`src/rtl/regfile_fwd_pkg.sv`:
```
// Shared constants, bus-layout helpers and types for the GPR file with
// forwarding. Imported by the interface, the top and the bypass selector.
package regfile_fwd_pkg;

    // Default geometry of the architectural register file.
    localparam int DEF_ADDR_W = 5;
    localparam int DEF_DATA_W = 32;
    localparam int DEF_CNT_W  = 32;

    // Register index of $0; reads of it always return zero.
    localparam int REG_ZERO = 0;

    // Width of the WB-to-RF write bundle {we, waddr, wdata} at default geometry.
    localparam int WB_TO_RF_WD = 1 + DEF_ADDR_W + DEF_DATA_W;

    // Width of the write bundle for an arbitrary geometry.
    function automatic int wb_bus_wd(input int aw, input int dw);
        return 1 + aw + dw;
    endfunction

    // Bit position of the write-enable flag inside the bundle.
    function automatic int wb_we_pos(input int aw, input int dw);
        return aw + dw;
    endfunction

    // LSB position of the write address field inside the bundle.
    function automatic int wb_waddr_lsb(input int dw);
        return dw;
    endfunction

    // Which source a read port ends up returning.
    typedef enum logic [2:0] {
        SRC_ZERO = 3'd0,
        SRC_EX   = 3'd1,
        SRC_MEM  = 3'd2,
        SRC_WB   = 3'd3,
        SRC_ARR  = 3'd4
    } fwd_src_t;

endpackage

```
`src/rtl/regfile_fwd_if.sv`:
```
// Bundle of the pipeline-facing signals of the register file: WB write bus,
// the two ID read ports, the EX/MEM result taps and the hazard outputs.
interface regfile_fwd_if
    import regfile_fwd_pkg::*;
#(
    parameter int ADDR_W = DEF_ADDR_W,
    parameter int DATA_W = DEF_DATA_W,
    parameter int CNT_W  = DEF_CNT_W
);
    // WB stage write bundle {we, waddr, wdata}
    logic [wb_bus_wd(ADDR_W, DATA_W)-1:0] wb_to_rf_bus;

    // ID read ports
    logic [ADDR_W-1:0] rs_raddr;
    logic [ADDR_W-1:0] rt_raddr;
    logic              rs_used;
    logic              rt_used;

    // EX result tap
    logic              ex_we;
    logic [ADDR_W-1:0] ex_waddr;
    logic [DATA_W-1:0] ex_wdata;
    logic              ex_is_load;

    // MEM result tap
    logic              mem_we;
    logic [ADDR_W-1:0] mem_waddr;
    logic [DATA_W-1:0] mem_wdata;

    // Results back to ID and the stall controller
    logic [DATA_W-1:0] rs_rdata;
    logic [DATA_W-1:0] rt_rdata;
    logic              stall_req;
    logic [CNT_W-1:0]  lu_stall_cnt;

    // Pipeline side: drives the requests and taps, consumes the results.
    modport master (
        output wb_to_rf_bus,
        output rs_raddr, rt_raddr, rs_used, rt_used,
        output ex_we, ex_waddr, ex_wdata, ex_is_load,
        output mem_we, mem_waddr, mem_wdata,
        input  rs_rdata, rt_rdata, stall_req, lu_stall_cnt
    );

    // Register file side.
    modport slave (
        input  wb_to_rf_bus,
        input  rs_raddr, rt_raddr, rs_used, rt_used,
        input  ex_we, ex_waddr, ex_wdata, ex_is_load,
        input  mem_we, mem_waddr, mem_wdata,
        output rs_rdata, rt_rdata, stall_req, lu_stall_cnt
    );

endinterface

```
`src/rtl/regfile_fwd_fwd_mux.sv`:
```
// Per-read-port bypass selector. Picks the youngest producer of the
// requested index: EX, then MEM, then the WB write in flight, then the
// stored array value. Index $0 always yields zero.
module fwd_mux
    import regfile_fwd_pkg::*;
#(
    parameter int ADDR_W = DEF_ADDR_W,
    parameter int DATA_W = DEF_DATA_W
) (
    input  logic [ADDR_W-1:0] i_idx,
    input  logic              i_ex_we,
    input  logic [ADDR_W-1:0] i_ex_waddr,
    input  logic [DATA_W-1:0] i_ex_wdata,
    input  logic              i_mem_we,
    input  logic [ADDR_W-1:0] i_mem_waddr,
    input  logic [DATA_W-1:0] i_mem_wdata,
    input  logic              i_wb_we,
    input  logic [ADDR_W-1:0] i_wb_waddr,
    input  logic [DATA_W-1:0] i_wb_wdata,
    input  logic [DATA_W-1:0] i_arr_data,
    output logic [DATA_W-1:0] o_data
);

    fwd_src_t w_src;

    // Strict priority decision: $0 first, then the youngest matching stage.
    always_comb begin
        w_src = SRC_ARR;
        if (i_idx == ADDR_W'(REG_ZERO)) begin
            w_src = SRC_ZERO;
        end else if (i_ex_we && (i_ex_waddr == i_idx)) begin
            w_src = SRC_EX;
        end else if (i_mem_we && (i_mem_waddr == i_idx)) begin
            w_src = SRC_MEM;
        end else if (i_wb_we && (i_wb_waddr == i_idx)) begin
            w_src = SRC_WB;
        end
    end

    // Data steering for the chosen source.
    always_comb begin
        o_data = i_arr_data;
        case (w_src)
            SRC_ZERO: o_data = '0;
            SRC_EX:   o_data = i_ex_wdata;
            SRC_MEM:  o_data = i_mem_wdata;
            SRC_WB:   o_data = i_wb_wdata;
            default:  o_data = i_arr_data;
        endcase
    end

endmodule

```
`src/rtl/regfile_fwd.sv`:
```
// Architectural GPR file of the 5-stage core. Sinks the WB write bundle,
// serves the two ID read ports through EX/MEM/WB bypass, flags load-use
// hazards to the stall controller and counts stalled cycles for debug.
module regfile_fwd
    import regfile_fwd_pkg::*;
#(
    parameter int ADDR_W = DEF_ADDR_W,
    parameter int DATA_W = DEF_DATA_W,
    parameter int CNT_W  = DEF_CNT_W
) (
    input  logic        clk,
    input  logic        resetn,
    regfile_fwd_if.slave rf
);

    localparam int NREG   = 1 << ADDR_W;
    localparam int WE_POS = wb_we_pos(ADDR_W, DATA_W);
    localparam int WA_LSB = wb_waddr_lsb(DATA_W);

    // Decoded WB write bundle
    logic              w_wb_we;
    logic [ADDR_W-1:0] w_wb_waddr;
    logic [DATA_W-1:0] w_wb_wdata;
    logic              w_wb_commit;

    assign w_wb_we     = rf.wb_to_rf_bus[WE_POS];
    assign w_wb_waddr  = rf.wb_to_rf_bus[WA_LSB +: ADDR_W];
    assign w_wb_wdata  = rf.wb_to_rf_bus[0 +: DATA_W];
    // $0 is never written, so its entry stays at the reset value of zero.
    assign w_wb_commit = w_wb_we && (w_wb_waddr != ADDR_W'(REG_ZERO));

    // Register storage; needs a full asynchronous clear, so it is flops.
    logic [DATA_W-1:0] r_regs [NREG];

    // Commit the WB write; reset clears every entry and drops any write.
    always_ff @(posedge clk or negedge resetn) begin
        if (!resetn) begin
            for (int i = 0; i < NREG; i++) begin
                r_regs[i] <= '0;
            end
        end else if (w_wb_commit) begin
            r_regs[w_wb_waddr] <= w_wb_wdata;
        end
    end

    // Read ports: index 0 is rs, index 1 is rt.
    logic [1:0][ADDR_W-1:0] w_raddr;
    logic [1:0][DATA_W-1:0] w_rdata;

    assign w_raddr[0] = rf.rs_raddr;
    assign w_raddr[1] = rf.rt_raddr;

    genvar gi;
    generate
        for (gi = 0; gi < 2; gi++) begin : g_port
            fwd_mux #(
                .ADDR_W (ADDR_W),
                .DATA_W (DATA_W)
            ) u_fwd_mux (
                .i_idx       (w_raddr[gi]),
                .i_ex_we     (rf.ex_we),
                .i_ex_waddr  (rf.ex_waddr),
                .i_ex_wdata  (rf.ex_wdata),
                .i_mem_we    (rf.mem_we),
                .i_mem_waddr (rf.mem_waddr),
                .i_mem_wdata (rf.mem_wdata),
                .i_wb_we     (w_wb_we),
                .i_wb_waddr  (w_wb_waddr),
                .i_wb_wdata  (w_wb_wdata),
                .i_arr_data  (r_regs[w_raddr[gi]]),
                .o_data      (w_rdata[gi])
            );
        end
    endgenerate

    assign rf.rs_rdata = w_rdata[0];
    assign rf.rt_rdata = w_rdata[1];

    // Load-use hazard: a load in EX produces a register that ID consumes now.
    logic w_rs_hit;
    logic w_rt_hit;
    logic w_stall;

    assign w_rs_hit = rf.rs_used && (rf.rs_raddr == rf.ex_waddr);
    assign w_rt_hit = rf.rt_used && (rf.rt_raddr == rf.ex_waddr);
    assign w_stall  = rf.ex_we && rf.ex_is_load
                    && (rf.ex_waddr != ADDR_W'(REG_ZERO))
                    && (w_rs_hit || w_rt_hit);

    assign rf.stall_req = w_stall;

    // Saturating count of stalled cycles; holds at all-ones instead of wrapping.
    logic [CNT_W-1:0] r_lu_stall_cnt;

    always_ff @(posedge clk or negedge resetn) begin
        if (!resetn) begin
            r_lu_stall_cnt <= '0;
        end else if (w_stall && (r_lu_stall_cnt != {CNT_W{1'b1}})) begin
            r_lu_stall_cnt <= r_lu_stall_cnt + CNT_W'(1);
        end
    end

    assign rf.lu_stall_cnt = r_lu_stall_cnt;

endmodule

```
`src/flat_wrapper.sv`:
```
// flat-port wrapper written by rule: the top's interface ports become plain ports
module regfile_fwd_flat import regfile_fwd_pkg::*;
#(
    parameter int ADDR_W = DEF_ADDR_W,
    parameter int DATA_W = DEF_DATA_W,
    parameter int CNT_W  = DEF_CNT_W
)
  (clk, resetn, rf_wb_to_rf_bus, rf_rs_raddr, rf_rt_raddr, rf_rs_used, rf_rt_used, rf_ex_we, rf_ex_waddr, rf_ex_wdata, rf_ex_is_load, rf_mem_we, rf_mem_waddr, rf_mem_wdata, rf_rs_rdata, rf_rt_rdata, rf_stall_req, rf_lu_stall_cnt);
  regfile_fwd_if #(.ADDR_W(ADDR_W), .DATA_W(DATA_W), .CNT_W(CNT_W)) rf_i ();
  input  logic clk;
  input  logic resetn;
  input wire logic [$bits(rf_i.wb_to_rf_bus)-1:0] rf_wb_to_rf_bus;
  input wire logic [$bits(rf_i.rs_raddr)-1:0] rf_rs_raddr;
  input wire logic [$bits(rf_i.rt_raddr)-1:0] rf_rt_raddr;
  input wire logic [$bits(rf_i.rs_used)-1:0] rf_rs_used;
  input wire logic [$bits(rf_i.rt_used)-1:0] rf_rt_used;
  input wire logic [$bits(rf_i.ex_we)-1:0] rf_ex_we;
  input wire logic [$bits(rf_i.ex_waddr)-1:0] rf_ex_waddr;
  input wire logic [$bits(rf_i.ex_wdata)-1:0] rf_ex_wdata;
  input wire logic [$bits(rf_i.ex_is_load)-1:0] rf_ex_is_load;
  input wire logic [$bits(rf_i.mem_we)-1:0] rf_mem_we;
  input wire logic [$bits(rf_i.mem_waddr)-1:0] rf_mem_waddr;
  input wire logic [$bits(rf_i.mem_wdata)-1:0] rf_mem_wdata;
  output wire logic [$bits(rf_i.rs_rdata)-1:0] rf_rs_rdata;
  output wire logic [$bits(rf_i.rt_rdata)-1:0] rf_rt_rdata;
  output wire logic [$bits(rf_i.stall_req)-1:0] rf_stall_req;
  output wire logic [$bits(rf_i.lu_stall_cnt)-1:0] rf_lu_stall_cnt;
  assign rf_i.wb_to_rf_bus = rf_wb_to_rf_bus;
  assign rf_i.rs_raddr = rf_rs_raddr;
  assign rf_i.rt_raddr = rf_rt_raddr;
  assign rf_i.rs_used = rf_rs_used;
  assign rf_i.rt_used = rf_rt_used;
  assign rf_i.ex_we = rf_ex_we;
  assign rf_i.ex_waddr = rf_ex_waddr;
  assign rf_i.ex_wdata = rf_ex_wdata;
  assign rf_i.ex_is_load = rf_ex_is_load;
  assign rf_i.mem_we = rf_mem_we;
  assign rf_i.mem_waddr = rf_mem_waddr;
  assign rf_i.mem_wdata = rf_mem_wdata;
  assign rf_rs_rdata = rf_i.rs_rdata;
  assign rf_rt_rdata = rf_i.rt_rdata;
  assign rf_stall_req = rf_i.stall_req;
  assign rf_lu_stall_cnt = rf_i.lu_stall_cnt;
  regfile_fwd #(.ADDR_W(ADDR_W), .DATA_W(DATA_W), .CNT_W(CNT_W)) u_core (.clk(clk), .resetn(resetn), .rf(rf_i));
endmodule
```
`config.mk`:
```
export PLATFORM = sky130hd
export DESIGN_NAME = regfile_fwd_flat
export DESIGN_NICKNAME = d
export VERILOG_FILES = /design/src/rtl/regfile_fwd_pkg.sv /design/src/rtl/regfile_fwd_if.sv /design/src/rtl/regfile_fwd_fwd_mux.sv /design/src/rtl/regfile_fwd.sv /design/src/flat_wrapper.sv
export SDC_FILE = /design/constraint.sdc
export NUM_CORES = 2
export LEC_CHECK = 0
export CAP_MARGIN = 40
export CORE_AREA = 2 2 321 386
export CTS_BUF_LIST = sky130_fd_sc_hd__clkbuf_8
export DETAILED_ROUTE_END_ITERATION = 7
export DIE_AREA = 0 0 323 388
export PLACE_DENSITY = 0.67
export SLEW_MARGIN = 25
export SYNTH_ARGS = -nofsm -noshare
export SYNTH_HDL_FRONTEND = slang
export SYNTH_HIERARCHICAL = 1
export SYNTH_SLANG_ARGS = --single-unit
```
`constraint.sdc`:
```
create_clock -name clk -period 5.15 [get_ports clk]
set_clock_uncertainty 0.1 [all_clocks]
set_input_delay 0.515 -clock clk [delete_from_list [all_inputs] [get_ports clk]]
set_output_delay 0.515 -clock clk [all_outputs]
set_load 0.01 [all_outputs]
```
Word level (Yosys, flattened, before mapping)
Cells that the tools add are included.

cells by class
  add/subtract/negate cells = 1
  multiply operators = 0
  divide/modulo/power cells = 0
  order comparisons = 4
  equality and inequality tests = 15
  shift operators = 0
  mux-type cells = 19
  bitwise logic cells = 3
  reductions and logical operators = 21

operators by type and width
  cell                                                      count
  bitwise mux 1024 bit                                      1
  binary-select mux 32 bit (select 5 bit)                   2
  one-hot mux 32 bit (4 select lines)                       2
  demux 32 bit (select 5 bit)                               1
  two-way mux 32 bit                                        5
  equality test 5 bit                                       8
  adder 32 x 1 -> 32 bit, second input constant             1
  != test 32 bit, second input constant                     1
  two-way mux 3 bit                                         8
  greater-or-equal comparator 6 bit, second input constant  3
  inverter 5 -> 6 bit                                       3
  logical AND 1 bit                                         14
  equality test 3 x 2 -> 1 bit, second input constant       4
  logical NOT 5 bit                                         2
  nonzero test 5 bit                                        2
  equality test 3 x 1 -> 1 bit, second input constant       2
  logical NOT 3 bit                                         2
  < comparator 6 x 1 -> 1 bit, second input constant        1
  logical OR 1 bit                                          1

word-level totals
  register bits after elaboration = 1,056
  latch bits = 0
  bits in writable memories = 0
  memory bits (read-only) = 0
  input bits = 129
  output and inout bits = 97
  logic and storage cells = 96
  memories = 0

Logic depth before layout (Yosys ltp)
  depth in word-level cells = 8
  gate-level depth with buffers = 9
  gate-level depth less buffers = 7

Modules after synthesis
The synthesis kept the hierarchy.

modules (own cells, without submodules)
  module       times used  cells an instance  area each (um^2)  sequential area each (um^2)
  regfile_fwd  1           3,551              55,411.9          26,425.3
  fwd_mux      2           176                1,316.3           0.0

Worst setup path after synthesis
Ideal clock, no wire load.

  path kind = input to output
  from = in rf_rt_raddr[1]
  to = out rf_rt_rdata[26]
  data arrival time = 2.206 ns
  data required time = 4.535 ns
  slack = 2.329 ns
  cell stages on the path = 9
  path buffers = 4
  cell sequence = clkbuf_2 -> buf_4 -> buf_2 -> buf_1 -> mux4_2 -> a22oi_1 -> a21oi_1 -> inv_1 -> a221oi_1

between the ends
  cells in the longest elaborated chain, start to end = 8
  elaborated cells on any way between the ends = 20
  classes of those cells = eq/ne (6); mux (8); bitwise (1); reduce/logical (5)

ends and longest elaborated chain
  element                                                     line                       text
  start: declaration                                          flat_wrapper.sv:14         input wire logic [$bits(rf_i.rt_raddr)-1:0] rf_rt_raddr;
  equality test 5 bit                                         regfile_fwd_fwd_mux.sv:35  end else if (i_wb_we && (i_wb_waddr == i_idx)) begin
  logical AND 1 bit                                           regfile_fwd_fwd_mux.sv:35
  two-way mux 3 bit                                           regfile_fwd_fwd_mux.sv:35
  two-way mux 3 bit                                           regfile_fwd_fwd_mux.sv:33  end else if (i_mem_we && (i_mem_waddr == i_idx)) begin
  two-way mux 3 bit                                           regfile_fwd_fwd_mux.sv:31  end else if (i_ex_we && (i_ex_waddr == i_idx)) begin
  two-way mux 3 bit                                           regfile_fwd_fwd_mux.sv:29  if (i_idx == ADDR_W'(REG_ZERO)) begin
  equality test 3 x 2 -> 1 bit, or another cell as far along  regfile_fwd_fwd_mux.sv:43  case (w_src)
  one-hot mux 32 bit (4 select lines) (*)                     regfile_fwd_fwd_mux.sv:43
  end: declaration                                            flat_wrapper.sv:25         output wire logic [$bits(rf_i.rt_rdata)-1:0] rf_rt_rdata;

Mark *: on every way between the ends. The rest lies on a longest branch, timed or not. The select of a mux whose other input is x is not followed.

Worst setup path in the final report
  from = in rf_rt_raddr[2]
  to = out rf_rt_rdata[18]

The elaborated chain is that of the path after synthesis.

==> results.md <==
- Status: completed
- Fraction of registers with async set/reset: 100%
- Gpl congestion: roughly 0.85
- Routed vias: 38,230
- IO Pins: roughly 230
- Bufs on Longest Clock Path: 3
- Cts repair resizes: 0
- Num rows: 140
- Worst slew margin: 34.7%
- Tcrit/Tclk final: between 90% and 100%
- Final Max Slew Viols: 0
- Die height: 388 um
- Max VDD drop: 0.259 mV
- Starting Density: roughly 48%
- Crit path launch type: primary input
- Dpl hpwl: 116 mm
- Routed Antenna Nets: 0
- RSZ-0062 raised after global routing: false
- Drt first pass iters: 7
- Worst-Margin Slew: a little under 1000 ps
- Setup TNS: 0 ps
- CTS Sinks: between 1,000 and 1,500
- Mapped Area: roughly 58,000 um2
- Tightest Hold Check Type: in2reg
- Vias/cell: about 6.6
- Flop-to-flop setup slack: approximately 2800 ps
- Reg clk slew, reported paths: around 60 ps
- Final min period: 4790 ps
- Yosys warnings: 6
- Core area: between 100,000 and 150,000 um2
- Clock Latency Late Sink: roughly 900 ps
- DRT iter0 DRCs: 3,456
- Post-route setup slack: roughly 360 ps
- Commonest non-fill, non-tap cells in the layout: dfrtp_1, mux2_2, mux4_2
- Sequential element share of the synthesized area: between 40% and 50%
- Final count of hold timing violations: 0
- Htree depth: 4
- Distinct cell type count after synthesis: 51
- Total CTS buffers: 170
- Arr. time, crit path: approximately 4200 ps
- Setup CP Type: in2out
- Kind of end point of the critical path: primary output
- Initial antenna violation count: 12
- Die area: between 100,000 and 150,000 um2
- Commonest non-fill, non-tap cell in the layout: dfrtp_1
- Area grow syn2layout: 13.3%
- Routed WL: about 180 mm
- Avg Cell Area, Syn: 14.9 um2
- Post-CTS setup buffer count: 0
- Prevailing post-synth register cell: dfrtp_1
- Total nets after synthesis: a little over 4,000
- Leak pwr: roughly 28 nW
- Port-buffer cells: approximately 230
- Share of post-route cells with drive strength above 1: between 40 and 50%
- Worst EP required: ~4500 ps
- Drc violations: 0
- Global-route wire length before repair: approximately 270 mm
- GR Overflow Total: 0
- Routed len/inst: ~32 um
- #FFs+latches synth: 1,056
- Global Route Usage Sum: a little under 30%
- Vias in the first global route: ~40,000
- Cts hold-fix bufs: 1
- # setup viols final: 0
- PD cells: 361 nW/um2
- TritonCTS clock tree: yes
- Gate Count Post-Synth: around 3,900
- Root Buffer: clkbuf_8
- Placement Setup Slack: 493 ps
- Max Cap Viol: 0
- Layout Nets: between 4,000 and 5,000
- Die X-Extent: 323 um
- Max Fclk: 209 MHz
- Number of flops mapped to enable cells by yosys: 0
- CP Max Fanout: 18
- Largest net degree at the start of global routing: roughly 110
[synthesized netlist by cell type, types with 2 or more instances]
master | count | share of area (%)
a21oi_1 | 64 | 0.55
a221oi_1 | 68 | 1.0
a221oi_2 | 60 | 1.6
a22o_1 | 64 | 0.97
a22oi_1 | 64 | 0.83
and2_1 | 4 | 0.043
and3_1 | 5 | 0.054
buf_1 | 59 | 0.38
buf_2 | 89 | 0.77
buf_4 | 53 | 0.69
buf_6 | 12 | 0.23
clkbuf_1 | 235 | 1.5
clkbuf_2 | 2 | 0.017
dfrtp_1 | 1056 | 46
inv_1 | 69 | 0.45
mux2_1 | 13 | 0.25
mux2_2 | 980 | 19
mux2i_1 | 128 | 2.2
mux4_2 | 512 | 20
nand2_1 | 100 | 0.65
nand3_1 | 16 | 0.14
nand3_2 | 4 | 0.069
nand3b_1 | 4 | 0.052
nand4_1 | 13 | 0.14
nor2_1 | 34 | 0.22
nor2_2 | 4 | 0.043
nor2b_1 | 6 | 0.065
nor3_1 | 15 | 0.13
nor3b_1 | 4 | 0.052
nor4_1 | 8 | 0.086
nor4_2 | 2 | 0.043
nor4b_1 | 2 | 0.030
o2111ai_1 | 2 | 0.030
o221ai_1 | 64 | 0.97
or2_1 | 2 | 0.022
or4_1 | 2 | 0.026
xnor2_1 | 32 | 0.48
xor2_1 | 39 | 0.59
[final timing paths]
| kind | from | endpoint | cells after the start |
|---|---|---|---|
| max | rf_rt_raddr[2] | rf_rt_rdata[18] | 9 |
| min | rf_wb_to_rf_bus[31] | u_core/r_regs[991] | 2 |
| max reg2reg | u_core/rf.lu_stall_cnt[16] | u_core/rf.lu_stall_cnt[31] | 6 |
| min reg2reg | u_core/r_regs[993] | u_core/r_regs[993] | 0 |
| max in group asynchronous | resetn | u_core/r_regs[972] | 4 |
| min in group asynchronous | resetn | u_core/r_regs[349] | 2 |
[layer usage]
layer | GRT usage (%) | share of wire [%]
met3 | 8.06 | 8.8
met2 | 46.4 | 47
met4 | 12.9 | 4.2
met1 | 39.2 | 40
met5 | 0 | 0.068
[critical path, stage by stage]
cell and delay [ps]:
clkdlybuf4s50_1 710, buf_4 280, nor2b_4 730, buf_4 370, a221oi_1 130, a21oi_1 450, inv_1 110, a221oi_2 280
clkdlybuf4s50_1 580
[layout make-up]
cell class / instances / area [um2]
diodes: 3 / 7.51
clock buffers: 215 / 2960
clock inverters: 90 / 524
fillers: 9827 / 55400
inverters: 69 / 259
multi-input cells: 2328 / 29500
flip-flops and latches: 1056 / 26400
well taps: 1633 / 2040
repair buffers: 395 / 4020
[cell families after synthesis]
logic type,count (synthesis),share of synthesized area [%]
multiplexers,1633,41.3
flip-flops,1056,45.5
AND/OR/NAND/NOR,235,2.02
XOR/XNOR,71,1.07
adder cells (fa/ha/maj),1,0.0216
AO/OA/AOI/OAI,388,5.97
buffers and inverters,519,4.05
[per-stage QoR]
step	utilization, %	hold slack (ps)	cell area, um2	power, mW	cells
global placement	51.3	276	62200	16.1	5474
CTS	54.3	121	65800	23.8	5786
finish	54.3	202	65800	23.7	5789
global route	54.3	190	65800	24.8	5788
detailed placement	51.4	282	62300	16.4	5480
floorplan	-	119	58000	14.5	3903
[state kept, by name, summed over array words and instances, names as in the netlist]
register	cells
u_core/rf.lu_stall_cnt	32
u_core/r_regs	1024
[where the power goes]
part | total [mW] | switching [mW] | internal (mW)
logic | 5.37 | 2.15 | 3.22
clock network | 7.45 | 3.49 | 3.95
registers | 10.9 | 1.07 | 9.84
total | 23.7 | 6.71 | 17.0
Note: power is estimated with default switching activity, not from simulation.
